`src/rtl/serial_alu_seq_if.sv`:
```
// serial_alu_seq_if: operand/result and handshake bundle between the serial
// register file side (master) and the bit-serial ALU sequencer (slave).
interface serial_alu_seq_if;
  logic       start;
  logic [2:0] op;
  logic       rs1_bit;
  logic       rs2_bit;
  logic       shift_en;
  logic       wr_bit;
  logic       wr_en;
  logic       busy;
  logic       done;
  logic       flag_z;
  logic       flag_c;
  logic       flag_n;

  modport master (
    output start, op, rs1_bit, rs2_bit,
    input  shift_en, wr_bit, wr_en, busy, done, flag_z, flag_c, flag_n
  );

  modport slave (
    input  start, op, rs1_bit, rs2_bit,
    output shift_en, wr_bit, wr_en, busy, done, flag_z, flag_c, flag_n
  );
endinterface

```
`src/rtl/serial_alu_seq.sv`:
```
// serial_alu_seq: bit-serial execute stage. Consumes rs1/rs2 LSB-first for
// exactly REG_WIDTH cycles per op, returns one result bit per cycle for
// writeback and latches Z/C/N flags when the op completes.
// Optional feature macro: SERIAL_ALU_ADC_EN (op 111 = ADC; otherwise NOP).
//
// state  | meaning
// S_IDLE | waiting for start, flags held
// S_EXEC | one shift and one result bit per cycle
// S_DONE | single-cycle done pulse, flags valid
module serial_alu_seq #(
  parameter  int REG_WIDTH = 8,
  localparam int CNT_W     = $clog2(REG_WIDTH)
) (
  input  logic             clk,
  input  logic             rst,
  serial_alu_seq_if.slave  bus
);
  typedef enum logic [1:0] {S_IDLE, S_EXEC, S_DONE} state_t;

  localparam logic [2:0] OP_ADD = 3'b000;
  localparam logic [2:0] OP_SUB = 3'b001;
  localparam logic [2:0] OP_AND = 3'b010;
  localparam logic [2:0] OP_OR  = 3'b011;
  localparam logic [2:0] OP_XOR = 3'b100;
  localparam logic [2:0] OP_MOV = 3'b101;
  localparam logic [2:0] OP_CMP = 3'b110;
  localparam logic [2:0] OP_X   = 3'b111;
  localparam logic [CNT_W-1:0] CNT_LAST = CNT_W'(REG_WIDTH - 1);

  state_t           state_q, state_d;
  logic [2:0]       op_q, op_d;
  logic [CNT_W-1:0] cnt_q, cnt_d;
  logic             carry_q, carry_d;
  logic             zacc_q, zacc_d;
  logic             flag_z_q, flag_z_d;
  logic             flag_c_q, flag_c_d;
  logic             flag_n_q, flag_n_d;

  logic op_sub, op_arith, op_write, op_nop;
  logic b_eff, sum_bit, cout, res_bit, carry_preset;

  // Decode the latched op; op 111 is either ADC or a shift-only NOP.
  always_comb begin
    op_sub = (op_q == OP_SUB) || (op_q == OP_CMP);
`ifdef SERIAL_ALU_ADC_EN
    op_nop   = 1'b0;
    op_arith = (op_q == OP_ADD) || op_sub || (op_q == OP_X);
`else
    op_nop   = (op_q == OP_X);
    op_arith = (op_q == OP_ADD) || op_sub;
`endif
    op_write = (op_q != OP_CMP) && !op_nop;

    b_eff   = bus.rs2_bit ^ op_sub;
    sum_bit = bus.rs1_bit ^ b_eff ^ carry_q;
    cout    = (bus.rs1_bit & b_eff) | (carry_q & (bus.rs1_bit ^ b_eff));

    case (op_q)
      OP_ADD, OP_SUB, OP_CMP: res_bit = sum_bit;
      OP_AND:                 res_bit = bus.rs1_bit & bus.rs2_bit;
      OP_OR:                  res_bit = bus.rs1_bit | bus.rs2_bit;
      OP_XOR:                 res_bit = bus.rs1_bit ^ bus.rs2_bit;
      OP_MOV:                 res_bit = bus.rs1_bit;
`ifdef SERIAL_ALU_ADC_EN
      default:                res_bit = sum_bit;
`else
      default:                res_bit = 1'b0;
`endif
    endcase
  end

  // Carry preset for an incoming op: borrow-free for subtract, flag_c for ADC.
  always_comb begin
    carry_preset = (bus.op == OP_SUB) || (bus.op == OP_CMP);
`ifdef SERIAL_ALU_ADC_EN
    if (bus.op == OP_X) carry_preset = flag_c_q;
`endif
  end

  // Next-state logic; flags are captured on the last EXEC cycle so they are
  // valid during the done pulse.
  always_comb begin
    state_d  = state_q;
    op_d     = op_q;
    cnt_d    = cnt_q;
    carry_d  = carry_q;
    zacc_d   = zacc_q;
    flag_z_d = flag_z_q;
    flag_c_d = flag_c_q;
    flag_n_d = flag_n_q;
    case (state_q)
      S_IDLE: begin
        if (bus.start) begin
          state_d = S_EXEC;
          op_d    = bus.op;
          cnt_d   = '0;
          carry_d = carry_preset;
          zacc_d  = 1'b1;
        end
      end
      S_EXEC: begin
        cnt_d   = cnt_q + CNT_W'(1);
        carry_d = cout;
        zacc_d  = zacc_q & ~res_bit;
        if (cnt_q == CNT_LAST) begin
          state_d = S_DONE;
          if (!op_nop) begin
            flag_z_d = zacc_q & ~res_bit;
            flag_c_d = op_arith & cout;
            flag_n_d = res_bit;
          end
        end
      end
      S_DONE:  state_d = S_IDLE;
      default: state_d = S_IDLE;
    endcase
  end

  // State and datapath registers with synchronous reset.
  always_ff @(posedge clk) begin
    if (rst) begin
      state_q  <= S_IDLE;
      op_q     <= OP_ADD;
      cnt_q    <= '0;
      carry_q  <= 1'b0;
      zacc_q   <= 1'b0;
      flag_z_q <= 1'b0;
      flag_c_q <= 1'b0;
      flag_n_q <= 1'b0;
    end else begin
      state_q  <= state_d;
      op_q     <= op_d;
      cnt_q    <= cnt_d;
      carry_q  <= carry_d;
      zacc_q   <= zacc_d;
      flag_z_q <= flag_z_d;
      flag_c_q <= flag_c_d;
      flag_n_q <= flag_n_d;
    end
  end

  assign bus.shift_en = (state_q == S_EXEC);
  assign bus.wr_en    = (state_q == S_EXEC) && op_write;
  assign bus.wr_bit   = (state_q == S_EXEC) && res_bit;
  assign bus.busy     = (state_q != S_IDLE);
  assign bus.done     = (state_q == S_DONE);
  assign bus.flag_z   = flag_z_q;
  assign bus.flag_c   = flag_c_q;
  assign bus.flag_n   = flag_n_q;
endmodule

```
`src/flat_wrapper.sv`:
```
// flat-port wrapper written by rule: the top's interface ports become plain ports
module serial_alu_seq_flat 
#(
  parameter  int REG_WIDTH = 8,
  localparam int CNT_W     = $clog2(REG_WIDTH)
)
  (clk, rst, bus_start, bus_op, bus_rs1_bit, bus_rs2_bit, bus_shift_en, bus_wr_bit, bus_wr_en, bus_busy, bus_done, bus_flag_z, bus_flag_c, bus_flag_n);
  serial_alu_seq_if bus_i ();
  input  logic clk;
  input  logic rst;
  input wire logic [$bits(bus_i.start)-1:0] bus_start;
  input wire logic [$bits(bus_i.op)-1:0] bus_op;
  input wire logic [$bits(bus_i.rs1_bit)-1:0] bus_rs1_bit;
  input wire logic [$bits(bus_i.rs2_bit)-1:0] bus_rs2_bit;
  output wire logic [$bits(bus_i.shift_en)-1:0] bus_shift_en;
  output wire logic [$bits(bus_i.wr_bit)-1:0] bus_wr_bit;
  output wire logic [$bits(bus_i.wr_en)-1:0] bus_wr_en;
  output wire logic [$bits(bus_i.busy)-1:0] bus_busy;
  output wire logic [$bits(bus_i.done)-1:0] bus_done;
  output wire logic [$bits(bus_i.flag_z)-1:0] bus_flag_z;
  output wire logic [$bits(bus_i.flag_c)-1:0] bus_flag_c;
  output wire logic [$bits(bus_i.flag_n)-1:0] bus_flag_n;
  assign bus_i.start = bus_start;
  assign bus_i.op = bus_op;
  assign bus_i.rs1_bit = bus_rs1_bit;
  assign bus_i.rs2_bit = bus_rs2_bit;
  assign bus_shift_en = bus_i.shift_en;
  assign bus_wr_bit = bus_i.wr_bit;
  assign bus_wr_en = bus_i.wr_en;
  assign bus_busy = bus_i.busy;
  assign bus_done = bus_i.done;
  assign bus_flag_z = bus_i.flag_z;
  assign bus_flag_c = bus_i.flag_c;
  assign bus_flag_n = bus_i.flag_n;
  serial_alu_seq #(.REG_WIDTH(REG_WIDTH)) u_core (.clk(clk), .rst(rst), .bus(bus_i));
endmodule
```
`config.mk`:
```
export PLATFORM = sky130hd
export DESIGN_NAME = serial_alu_seq_flat
export DESIGN_NICKNAME = d
export VERILOG_FILES = /design/src/rtl/serial_alu_seq_if.sv /design/src/rtl/serial_alu_seq.sv /design/src/flat_wrapper.sv
export SDC_FILE = /design/constraint.sdc
export NUM_CORES = 1
export LEC_CHECK = 0
export ABC_AREA = 1
export CAP_MARGIN = 10
export CORE_ASPECT_RATIO = 0.9
export CORE_MARGIN = 2
export CORE_UTILIZATION = 36
export CTS_BUF_LIST = sky130_fd_sc_hd__clkbuf_16
export DETAILED_ROUTE_END_ITERATION = 6
export DONT_BUFFER_PORTS = 1
export PLACE_DENSITY = 0.47
export SKIP_CTS_REPAIR_TIMING = 1
export SYNTH_ARGS = -nofsm -noshare
export SYNTH_HDL_FRONTEND = slang
export SYNTH_SLANG_ARGS = --single-unit
```
`constraint.sdc`:
```
create_clock -name clk -period 2.19 [get_ports clk]
set_clock_uncertainty 0.2 [all_clocks]
set_input_delay 0.219 -clock clk [delete_from_list [all_inputs] [get_ports clk]]
set_output_delay 0.219 -clock clk [all_outputs]
set_load 0.03 [all_outputs]
```
* Word level (Yosys, flattened, before mapping)
Cells that the tools add are included.
Word-level totals: memory bits (writable) 0, latch bits 0, memory bits (read-only) 0, logic and storage cells 63, bits in registers 13, memories 0, input bits 8
Cells by class: bitwise gates (word level) 13, order comparisons 0, mux-type cells 10, div/mod/pow operators 0, multiply operators 0, shifts and indexed selects 0, add/subtract/negate cells 1, equality and inequality tests 15, reductions and logical operators 16
Operator list (count):
- $eq 3x3->1 const B | 6
- $eq 3x1->1 const B | 2
- $eq 3x2->1 const B | 2
- $pmux 3 s2 | 1
- $reduce_and 2->1 | 3
- $and 1x1->1 | 5
- $pmux 1 s5 | 1
- $mux 2 | 2
- $pmux 1 s2 | 2
- $pmux 2 s2 | 1
- $reduce_bool 2->1 | 2
- $xor 1x1->1 | 4
- $add 3x1->3 const B | 1
- $logic_and 1x1->1 | 3
- $logic_not 3->1 | 1
- $logic_or 1x1->1 | 3
- $mux 3 | 1
- $ne 3x3->1 const B | 1
- $reduce_and 3->1 | 1
- $reduce_or 3->1 | 1
- $eq 2x1->1 const B | 1
- $eq 2x2->1 const B | 1
- $logic_not 2->1 | 1
- $mux 1 | 2
- other kinds (5) | 7

* Longest topological paths before layout
word-level depth 9, gate-level depth with buffers 11, mapped depth without buffers 11

* Worst setup path before layout
No wires, ideal clock.
path type register -> output, start point register u_core.op_q[0], end point output port bus_wr_bit, data required time 1.771 ns, arrival 1.683 ns, path slack 0.088 ns, path buffers 0, stages on the path, launching flop included 11, cell sequence dfxtp_1 inv_1 nand2_1 nand2_1 nand2_1 xor2_1 fa_1 nand3b_1 nand2_1 nand2_1 inv_2
Between the ends: cells in the longest elaborated chain, start to end 7
Ends and longest elaborated chain:
- start: declaration | RTL line serial_alu_seq.sv:31 | logic [2:0] op_q, op_d;
- start signal: assignment | RTL line serial_alu_seq.sv:132 | op_q <= op_d;
- $eq 3x1->1 or $eq 3x3->1 (tied branches) | RTL line serial_alu_seq.sv:44, serial_alu_seq.sv:58
- $logic_or 1x1->1 | RTL line serial_alu_seq.sv:44 | op_sub = (op_q == OP_SUB) || (op_q == OP_CMP);
- $xor 1x1->1 | RTL line serial_alu_seq.sv:54 | b_eff = bus.rs2_bit ^ op_sub;
- $xor 1x1->1 (2 in series) | RTL line serial_alu_seq.sv:55 | sum_bit = bus.rs1_bit ^ b_eff ^ carry_q;
- $pmux 1 s5 * | RTL line serial_alu_seq.sv:58 | case (op_q)
- $logic_and 1x1->1 * | RTL line serial_alu_seq.sv:144 | assign bus.wr_bit = (state_q == S_EXEC) && res_bit;
- end: declaration | RTL line flat_wrapper.sv:16 | output wire logic [$bits(bus_i.wr_bit)-1:0] bus_wr_bit;
Mark *: on every way between the ends. The rest lies on a longest branch, timed or not.

* Worst setup path in the final report
Ends and elaborated chain as after synthesis.

==> run metrics <==
status finished with violations; violated checks negative hold slack, negative setup slack; slowest CP cell fa_1; leakage dissipation 0.432 nW; clk buf depth 2; area leader, netlist dfxtp_1; vias per inst 4.66; Post-synth EDFFs 0; register area share after synthesis 37.1%; RSZ-0062 raised after global routing yes; total gr overflow 0; Fmax 0.427 GHz; Port Buffers 0; initial antenna violation count 0; vias in the first global route 559; critical path cell sequence inv_2 > nand2_2 > nand2_2 > nand2_2 > xor2_2 > fa_1 > nand3b_1 > nand2_1 > nand2_2 > inv_4; Synthesis Warnings 0; Hold Fails Final Rpt 1; Layout Cells excl Fill 137; CP Data Required Time 1770 ps; die width 50.5 um; flops & latches, synth 13; worst rel slew slack 63.5%; Vias 638; setup TNS -153 ps; Syn Nets 111; Num CTS Buffers 3; Layout Area Growth over Synthesis 31.7%; Internal 0.543 mW; initial DRC count 9; CTS Sinks 13; CP Max Fanout 4; Mapped Area 702 um2; CP Data Arrival Time 1920 ps; routed wire length 1490 um; GRT Util Overall 14.4%; root buffer cell clkbuf_16; DR WL/cell 10.9 um; drt first pass iters 4; Synth area leaders dfxtp_1 (37%), nand2_1 (10%), inv_1 (8.6%), a21oi_1 (7.8%), ha_1 (7.1%); post-synth cell types 19; total power 0.731 mW; top-level I/O count 16; critical path class reg -> out; combinational share of power 18.5%; clock share of power 45.9%; Slew Limit Fails 0; Clock transition at path regs 40 ps; design area 925 um2; Power Density 791 nW/um2; crit end category output port; drc violations 0; Crit path buffers/inverters 2; largest net degree at the start of global routing 11; VDD IR max 0.529 mV; Final Wtd Congestion 0.759; die area 2320 um2; crit-path leading delay family simple AND/OR/NAND/NOR gates; ys flop type dfxtp_1; row count 15; CTS tree yes; max-cap violations 0; area share of the largest cell type after synthesis 37.1%; Initial Util 37.4%; Top cell by count, worst path nand2_2; Tcrit/Tclk final 107%; Max H-tree Level 1; WHS -4.34 ps; sequential cell fraction of total power 35.6%; Final setup viols 1; fin crit period 2340 ps; Slowest Stage Delay on Critical Path 410 ps; ANT cells 0; hold crit path type in -> reg; layout cells sized above 1 25.9%; fin worst setup slack -153 ps; Mapped Cells 98; CP Launch Type register; dpl hpwl 1130 um; Slew @ Worst Pin 545 ps; switching pwr 0.188 mW; number of nets with antenna violations after routing 0; syn avg cell area 7.16 um2; DIE HEIGHT 45.9 um; dpl ws 42.0 ps; Core Footprint 1880 um2; top post-synthesis cells by count nand2_1 (19), inv_1 (16), dfxtp_1 (13); most frequent cell after synthesis nand2_1; Post-synth ARST share 0%; switch share 25.7%; number of nets in the layout 126; first-pass GRT wire length 2420 um; Clk Latency, worst-skew pair 240 ps; DP Area 763 um2; dpl cells 127
-- power groups by stage --
stage / Combinational, mW / Sequential, mW / Clock [mW]
final: 0.135 / 0.260 / 0.336
after global routing: 0.151 / 0.261 / 0.362
after CTS: 0.115 / 0.258 / 0.348
after detailed placement: 0.114 / 0.262 / 0
after global placement: 0.114 / 0.262 / 0
after floorplan: 0.0858 / 0.263 / 0
-- metal layers --
| layer | routed length, um | vias up | track usage, % |
|---|---|---|---|
| met4 | 4 | 0 | 6.49 |
| met1 | 719 | 280 | 18.0 |
| met5 | 0 | - | 0 |
| li1 | - | 343 | - |
| met3 | 69 | 2 | 6.58 |
| met2 | 700 | 13 | 21.3 |
-- placed cells by master (no fill, tap or decap), types with 3 or more instances in the layout --
master	n
a21oi_1	11
buf_4	7
clkbuf_16	3
dfxtp_1	10
dlygate4sd3_1	3
ha_1	4
inv_1	15
inv_2	3
nand2_1	15
nand2_2	5
nor2_1	7
nor2_2	4
o21ai_0	9
-- through the flow --
step                      hold slack [ps]  util (%)
after floorplan                      88.1         -
after global placement               89.6      40.7
after global routing                 5.62      49.3
after CTS                            -166      44.9
after detailed placement             90.9      40.7
final                               -4.34      49.3
-- kinds of logic (layout without fill, tap and decap cells) --
group	Yosys count	in the layout	share of synthesized area [%]
compound gates	24	24	18.4
xor+xnor	1	1	1.25
simple gates	37	37	23.7
flops	13	13	37.1
buf+inv	18	32	9.63
fa+ha+maj	5	5	9.98
-- path summary, 6_finish.rpt --
path	from	endpoint	slack (ps)	cells after the start
max	u_core.op_q[0]$_SDFFE_PP0P_	bus_wr_bit	-150	10
min	bus_op[1]	u_core.op_q[1]$_SDFFE_PP0P_	-4	2
max reg2reg	u_core.op_q[0]$_SDFFE_PP0P_	u_core.zacc_q$_SDFFE_PP0P_	150	11
min reg2reg	u_core.cnt_q[0]$_SDFFE_PP0P_	u_core.cnt_q[0]$_SDFFE_PP0P_	260	1
-- state kept, by name, indices dropped and copies added, names as in the netlist --
signal	count
u_core.bus.flag_c	1
u_core.bus.flag_n	1
u_core.bus.flag_z	1
u_core.carry_q	1
u_core.cnt_q	3
u_core.op_q	3
u_core.state_q	2
u_core.zacc_q	1
-- area by class of cell --
| class | instances | area (um2) |
|---|---|---|
| Inverter | 18 | 70.1 |
| Multi-Input combinational cell | 67 | 395 |
| Clock inverter | 1 | 3.75 |
| Timing Repair Buffer | 10 | 82.6 |
| Sequential cell | 13 | 267 |
| Clock buffer | 3 | 75.1 |
| Tap cell | 25 | 31.3 |
| Fill cell | 208 | 952 |
Power figures use the tool's default switching activity.
